File: src/rtl/pipe_hazard_ctrl_if.sv
// Hazard-control bundle between pipeline datapath and pipe_hazard_ctrl.
// Latency: wires only, no state.
// Backpressure: none; master drives stage info, slave returns stall/flush controls.
interface pipe_hazard_ctrl_if #(
  parameter int WIDTH_R = 5
);
  logic [WIDTH_R-1:0] id_rs;
  logic [WIDTH_R-1:0] id_rt;
  logic               id_rs_used;
  logic               id_rt_used;
  logic               idex_memread;
  logic [WIDTH_R-1:0] idex_rd;
  logic               id_mc_start;
  logic               ex_branch_taken;
  logic               imem_ready;
  logic               stall_ifid;
  logic               flush_ifid;
  logic               pc_hold;
  logic               bubble_idex;
  logic               ex_hold;
  logic               mc_busy;
  logic [15:0]        stall_cnt;

  modport master (
    output id_rs, id_rt, id_rs_used, id_rt_used, idex_memread, idex_rd,
           id_mc_start, ex_branch_taken, imem_ready,
    input  stall_ifid, flush_ifid, pc_hold, bubble_idex, ex_hold, mc_busy,
           stall_cnt
  );

  modport slave (
    input  id_rs, id_rt, id_rs_used, id_rt_used, idex_memread, idex_rd,
           id_mc_start, ex_branch_taken, imem_ready,
    output stall_ifid, flush_ifid, pc_hold, bubble_idex, ex_hold, mc_busy,
           stall_cnt
  );
endinterface

File: src/rtl/pipe_hazard_ctrl.sv
// Hazard/stall sequencer: load-use stall, branch flush, imem wait, multi-cycle EX hold.
// Latency: controls are combinational from state+inputs; stall_cnt lags by one edge.
// Backpressure: none accepted; this block is the source of pipeline stalls.
module pipe_hazard_ctrl #(
  parameter int WIDTH_R = 5,
  parameter int MC_LAT  = 4
) (
  input logic              clk,
  input logic              rst,
  pipe_hazard_ctrl_if.slave hz
);

  typedef enum logic {RUN = 1'b0, MC = 1'b1} state_e;

  localparam logic [WIDTH_R-1:0] REG_ZERO    = '0;
  localparam logic [3:0]         MC_CNT_INIT = 4'(MC_LAT - 1);

  state_e      state_q, state_d;
  logic [3:0]  cnt_q, cnt_d;
  logic [15:0] stall_cnt_q, stall_cnt_d;
  logic        lu;
  logic        stall_ifid, flush_ifid, pc_hold, bubble_idex, ex_hold, mc_busy;

  // Load in EX writing a register that the ID instruction actually reads (r0 never hazards).
  always_comb begin
    lu = hz.idex_memread && (hz.idex_rd != REG_ZERO) &&
         ((hz.id_rs_used && (hz.id_rs == hz.idex_rd)) ||
          (hz.id_rt_used && (hz.id_rt == hz.idex_rd)));
  end

  // Next state and Mealy controls; everything forced low while reset is asserted.
  always_comb begin
    state_d     = state_q;
    cnt_d       = cnt_q;
    stall_ifid  = 1'b0;
    flush_ifid  = 1'b0;
    pc_hold     = 1'b0;
    bubble_idex = 1'b0;
    ex_hold     = 1'b0;
    mc_busy     = 1'b0;
    if (!rst) begin
      unique case (state_q)
        RUN: begin
          if (hz.ex_branch_taken) begin
            // Wrong-path instruction in ID is squashed; fetch redirect proceeds.
            flush_ifid  = 1'b1;
            bubble_idex = 1'b1;
          end else if (lu) begin
            // One-cycle stall; the injected bubble clears idex_memread next cycle.
            stall_ifid  = 1'b1;
            pc_hold     = 1'b1;
            bubble_idex = 1'b1;
          end else if (hz.id_mc_start) begin
            // The op enters EX this cycle; the hold starts from the next one.
            if (MC_LAT > 1) begin
              state_d = MC;
              cnt_d   = MC_CNT_INIT;
            end
          end else if (!hz.imem_ready) begin
            // Fetch not back yet: keep the PC and feed a NOP into IF/ID.
            pc_hold    = 1'b1;
            flush_ifid = 1'b1;
          end
        end
        MC: begin
          // Whole front end frozen while EX finishes; other hazards wait.
          stall_ifid = 1'b1;
          pc_hold    = 1'b1;
          ex_hold    = 1'b1;
          mc_busy    = 1'b1;
          cnt_d      = cnt_q - 4'd1;
          if (cnt_q == 4'd1) begin
            state_d = RUN;
          end
        end
        default: state_d = RUN;
      endcase
    end
  end

  // Saturating count of cycles in which IF/ID was held.
  always_comb begin
    stall_cnt_d = stall_cnt_q;
    if (stall_ifid && (stall_cnt_q != 16'hFFFF)) begin
      stall_cnt_d = stall_cnt_q + 16'd1;
    end
  end

  // State, down-counter and performance counter registers.
  always_ff @(posedge clk) begin
    if (rst) begin
      state_q     <= RUN;
      cnt_q       <= 4'd0;
      stall_cnt_q <= 16'd0;
    end else begin
      state_q     <= state_d;
      cnt_q       <= cnt_d;
      stall_cnt_q <= stall_cnt_d;
    end
  end

  assign hz.stall_ifid  = stall_ifid;
  assign hz.flush_ifid  = flush_ifid;
  assign hz.pc_hold     = pc_hold;
  assign hz.bubble_idex = bubble_idex;
  assign hz.ex_hold     = ex_hold;
  assign hz.mc_busy     = mc_busy;
  assign hz.stall_cnt   = stall_cnt_q;

endmodule

File: src/flat_wrapper.sv
// flat-port wrapper written by rule: the top's interface ports become plain ports
module pipe_hazard_ctrl_flat 
#(
  parameter int WIDTH_R = 5,
  parameter int MC_LAT  = 4
)
  (clk, rst, hz_id_rs, hz_id_rt, hz_id_rs_used, hz_id_rt_used, hz_idex_memread, hz_idex_rd, hz_id_mc_start, hz_ex_branch_taken, hz_imem_ready, hz_stall_ifid, hz_flush_ifid, hz_pc_hold, hz_bubble_idex, hz_ex_hold, hz_mc_busy, hz_stall_cnt);
  pipe_hazard_ctrl_if #(.WIDTH_R(WIDTH_R)) hz_i ();
  input logic clk;
  input logic rst;
  input wire logic [$bits(hz_i.id_rs)-1:0] hz_id_rs;
  input wire logic [$bits(hz_i.id_rt)-1:0] hz_id_rt;
  input wire logic [$bits(hz_i.id_rs_used)-1:0] hz_id_rs_used;
  input wire logic [$bits(hz_i.id_rt_used)-1:0] hz_id_rt_used;
  input wire logic [$bits(hz_i.idex_memread)-1:0] hz_idex_memread;
  input wire logic [$bits(hz_i.idex_rd)-1:0] hz_idex_rd;
  input wire logic [$bits(hz_i.id_mc_start)-1:0] hz_id_mc_start;
  input wire logic [$bits(hz_i.ex_branch_taken)-1:0] hz_ex_branch_taken;
  input wire logic [$bits(hz_i.imem_ready)-1:0] hz_imem_ready;
  output wire logic [$bits(hz_i.stall_ifid)-1:0] hz_stall_ifid;
  output wire logic [$bits(hz_i.flush_ifid)-1:0] hz_flush_ifid;
  output wire logic [$bits(hz_i.pc_hold)-1:0] hz_pc_hold;
  output wire logic [$bits(hz_i.bubble_idex)-1:0] hz_bubble_idex;
  output wire logic [$bits(hz_i.ex_hold)-1:0] hz_ex_hold;
  output wire logic [$bits(hz_i.mc_busy)-1:0] hz_mc_busy;
  output wire logic [$bits(hz_i.stall_cnt)-1:0] hz_stall_cnt;
  assign hz_i.id_rs = hz_id_rs;
  assign hz_i.id_rt = hz_id_rt;
  assign hz_i.id_rs_used = hz_id_rs_used;
  assign hz_i.id_rt_used = hz_id_rt_used;
  assign hz_i.idex_memread = hz_idex_memread;
  assign hz_i.idex_rd = hz_idex_rd;
  assign hz_i.id_mc_start = hz_id_mc_start;
  assign hz_i.ex_branch_taken = hz_ex_branch_taken;
  assign hz_i.imem_ready = hz_imem_ready;
  assign hz_stall_ifid = hz_i.stall_ifid;
  assign hz_flush_ifid = hz_i.flush_ifid;
  assign hz_pc_hold = hz_i.pc_hold;
  assign hz_bubble_idex = hz_i.bubble_idex;
  assign hz_ex_hold = hz_i.ex_hold;
  assign hz_mc_busy = hz_i.mc_busy;
  assign hz_stall_cnt = hz_i.stall_cnt;
  pipe_hazard_ctrl #(.WIDTH_R(WIDTH_R), .MC_LAT(MC_LAT)) u_core (.clk(clk), .rst(rst), .hz(hz_i));
endmodule
File: config.mk
export PLATFORM = sky130hd
export DESIGN_NAME = pipe_hazard_ctrl_flat
export DESIGN_NICKNAME = d
export VERILOG_FILES = /design/src/rtl/pipe_hazard_ctrl_if.sv /design/src/rtl/pipe_hazard_ctrl.sv /design/src/flat_wrapper.sv
export SDC_FILE = /design/constraint.sdc
export NUM_CORES = 1
export LEC_CHECK = 0
export CORE_UTILIZATION = 48
export CTS_CLUSTER_DIAMETER = 120
export DETAILED_ROUTE_END_ITERATION = 8
export GPL_TIMING_DRIVEN = 0
export MAX_ROUTING_LAYER = met4
export PLACE_DENSITY_LB_ADDON = 0.15
export SYNTH_ARGS = -nofsm -noshare
export SYNTH_HDL_FRONTEND = slang
export SYNTH_SLANG_ARGS = --single-unit
File: constraint.sdc
create_clock -name clk -period 4.1 [get_ports clk]
set_clock_uncertainty 0.05 [all_clocks]
set_input_delay 0.41 -clock clk [delete_from_list [all_inputs] [get_ports clk]]
set_output_delay 0.41 -clock clk [all_outputs]
set_load 0.02 [all_outputs]
==> impl_metrics.yaml <==
flow_run:
  max_cap_viol_count: 0
sta:
  slew_viol_final: 0
  fmax_ghz: 0.309
  worstMarginPinSlew_ps: 498
  fin_crit_sh_pct: 78.8
  relSlewSlack_pct: 66.8
  hold_violations: 0
  final.setup.tns_ps: 0
  setup_slack_ps: 869
  setup_viol: 0
  layout_min_cycle_time_ps: 3230
  rsz0062_at_grt: "no"
  hold_ws_ps: 452
global_routing:
  grt_pass1_wl_mm: 5.27
  grt_usage_pct: 25.5
  antenna_found_initial: 0
  grt_pass1_vias: 1288
  gr-total-overflow: 0
  grt_max_degree: 13
drt:
  drtIter0Drc: 33
  vias: 1335
  drtPass1Iterations: 4
  avgRoutedWirePerCell_um: 13.9
  drc: 0
  drt_wl_total_mm: 3.22
  viasPerCell: 5.75
  antenna_left: 0
finish:
  nets: 229
  multi_input_area_um2: 797
  fillers: 209
  register_area_um2: 420
  drive_above_1_share_pct: 8.91
  n_antenna_cell: 0
  area_growth_pct: 39.1
  postLayoutCellArea_mm2: 0.00180
floorplan:
  die_h_um: 53.9
  die_w_um: 53.9
  start_util_pct: 51.7
  rows: 18
  dieArea_mm2: 0.00290
  io_pins: 45
  core_mm2: 0.00250
critical_path:
  critPathSlowestCell: "clkdlybuf4s50_1"
  critPathKind: "input pin to output pin"
  cp_max_fo: 4
  timing.critical_path.buf_inv: 3
  max_stage_delay_ps: 590
  crit_path_start_kind: "input pin"
  cpMostUsedCell: "clkdlybuf4s50_1"
  cp.required_ps: 3640
  worstPathArrival_ps: 2770
  critPathCaptureType: "output pin"
  cp_top_family: "buffers and inverters"
  path_cells: "clkdlybuf4s50_1 -> or4_4 -> o21ai_4 -> inv_2 -> and2_1 -> nor3_1 -> o211a_1 -> clkdlybuf4s50_1"
synthesis:
  synthArstFlopShare_pct: 0
  yosysTopAreaCellShare_pct: 32.5
  synth_common_cells: "dfxtp_1 (21), a21oi_1 (14), nand2_1 (11), xnor2_1 (11), inv_1 (9)"
  synth_flop_cell: "dfxtp_1"
  ys_ff_latch: 21
  synth-seq-area-share_pct: 32.5
  synth.most_common_cell: "dfxtp_1"
  synth_edf_count: 0
  synthTopCellsByArea: "dfxtp_1 (33%), xnor2_1 (7.5%), a21oi_1 (5.4%)"
  yosysTopAreaCell: "dfxtp_1"
  syn-instance-count: 154
  syn_avg_cell_area_um2: 8.39
  ys_types: 42
  yosys_warnings: 0
  synth_fp_nets: 180
  syn_area_mm2: 0.00129
pwr:
  p_per_area_mw_per_mm2: 227
  ir_worst_vdd_mv: 0.175
  p_leak_nw: 0.596
clock_network:
  cts_buffers: 3
  clock_sinks: 21
  cts.path.max_buffers: 2
  clk_root_buffer_cell: "clkbuf_4"
  clkTransAtPathRegs_ps: 130
  clk-insertion-delay-late_ps: 320
  cts_hold_buf: 0
  tritoncts: "done"
  h-tree-depth: 1
  ctsResizeCount: 0
  postCtsSetupRepairBufs: 0
placed_design:
  gp_congestion: 0.773
  io_buffers: 44
  dp_hpwl_mm: 2.53
  postPlaceCellArea_mm2: 0.00177
  dp_slack_ps: 860
worst_hold_path:
  hold_path_class: "flip-flop to flip-flop"
status:
  status: "finished clean"
area by class of cell:
type	instances	share of cell area (%)
buffer	5	2.09
clock buffer	3	1.25
clock inverter	1	0.278
inverter	10	2.09
multi-input combinational	118	44.3
sequential	21	23.4
tap	30	2.09
timing repair buffer	44	24.5
power by group:
part	internal (mW)	leakage (nW)	switching [mW]
registers	0.209	0.170	0.00565
clock network	0.0365	0.0177	0.0673
logic	0.0479	0.408	0.0425
total	0.294	0.596	0.115
worst reg2reg max path, delay by kind of cell (launching register included):
kind / cells / cell delay (ps)
and+or+nand+nor: 2 / 740
AOI/OAI and AO/OA: 3 / 650
DFF: 1 / 400
adders and majority gates: 1 / 300
metrics by stage:
stage | util, % | cells | total power [mW]
6_report | 71.9 | 232 | 0.409
5_1_grt | 71.9 | 232 | 0.427
3_5_place_dp | 70.8 | 228 | 0.310
4_1_cts | 71.9 | 232 | 0.411
2_1_floorplan | - | 154 | 0.265
3_3_place_gp | 70.8 | 228 | 0.306
layer usage:
| metal | global-route usage, % | wire length (µm) | share of wire (%) | up-vias |
|---|---|---|---|---|
| li1 | - | - | - | 668 |
| met1 | 29.9 | 1440 | 45 | 624 |
| met2 | 43.0 | 1590 | 49 | 38 |
| met3 | 4.80 | 167 | 5.2 | 5 |
| met4 | 8.77 | 33 | 1.0 | 0 |
| met5 | - | 0 | 0 | - |
layout by cell type, fill, tap and decap left out, types with 6 or more instances in the layout:
cell	count
clkdlybuf4s50_1	44
inv_1	9
nor2_1	8
nand3_1	8
nand2_1	11
o21ai_1	6
dfxtp_1	21
a21oi_1	14
or3_1	7
xnor2_1	11
registers in the layout, summed over array words and instances, names as in the netlist:
signal and count:
u_core.hz.stall_cnt 16, u_core.cnt_q 4, u_core.state_q 1
cells by family after synthesis:
logic type / after synthesis / share of synthesized area, %
AND/OR/NAND/NOR: 60 / 26.6
AO/OA/AOI/OAI: 42 / 23.2
flip-flops: 21 / 32.5
buffers and inverters: 15 / 5.81
XOR/XNOR: 12 / 8.13
adder cells (fa/ha/maj): 3 / 2.90
multiplexers: 1 / 0.774
worst paths after layout:
| path | start | end | slack, ps | cells after the start |
|---|---|---|---|---|
| worst max-delay path | hz_idex_rd[0] | hz_flush_ifid | 870 | 8 |
| worst min-delay path | u_core.hz.stall_cnt[11] | u_core.hz.stall_cnt[11] | 450 | 2 |
| worst max register to register | u_core.hz.stall_cnt[0] | u_core.hz.stall_cnt[15] | 1890 | 6 |
| worst min register to register | u_core.hz.stall_cnt[11] | u_core.hz.stall_cnt[11] | 450 | 2 |
No activity file was read; power rests on OpenSTA's default activity.
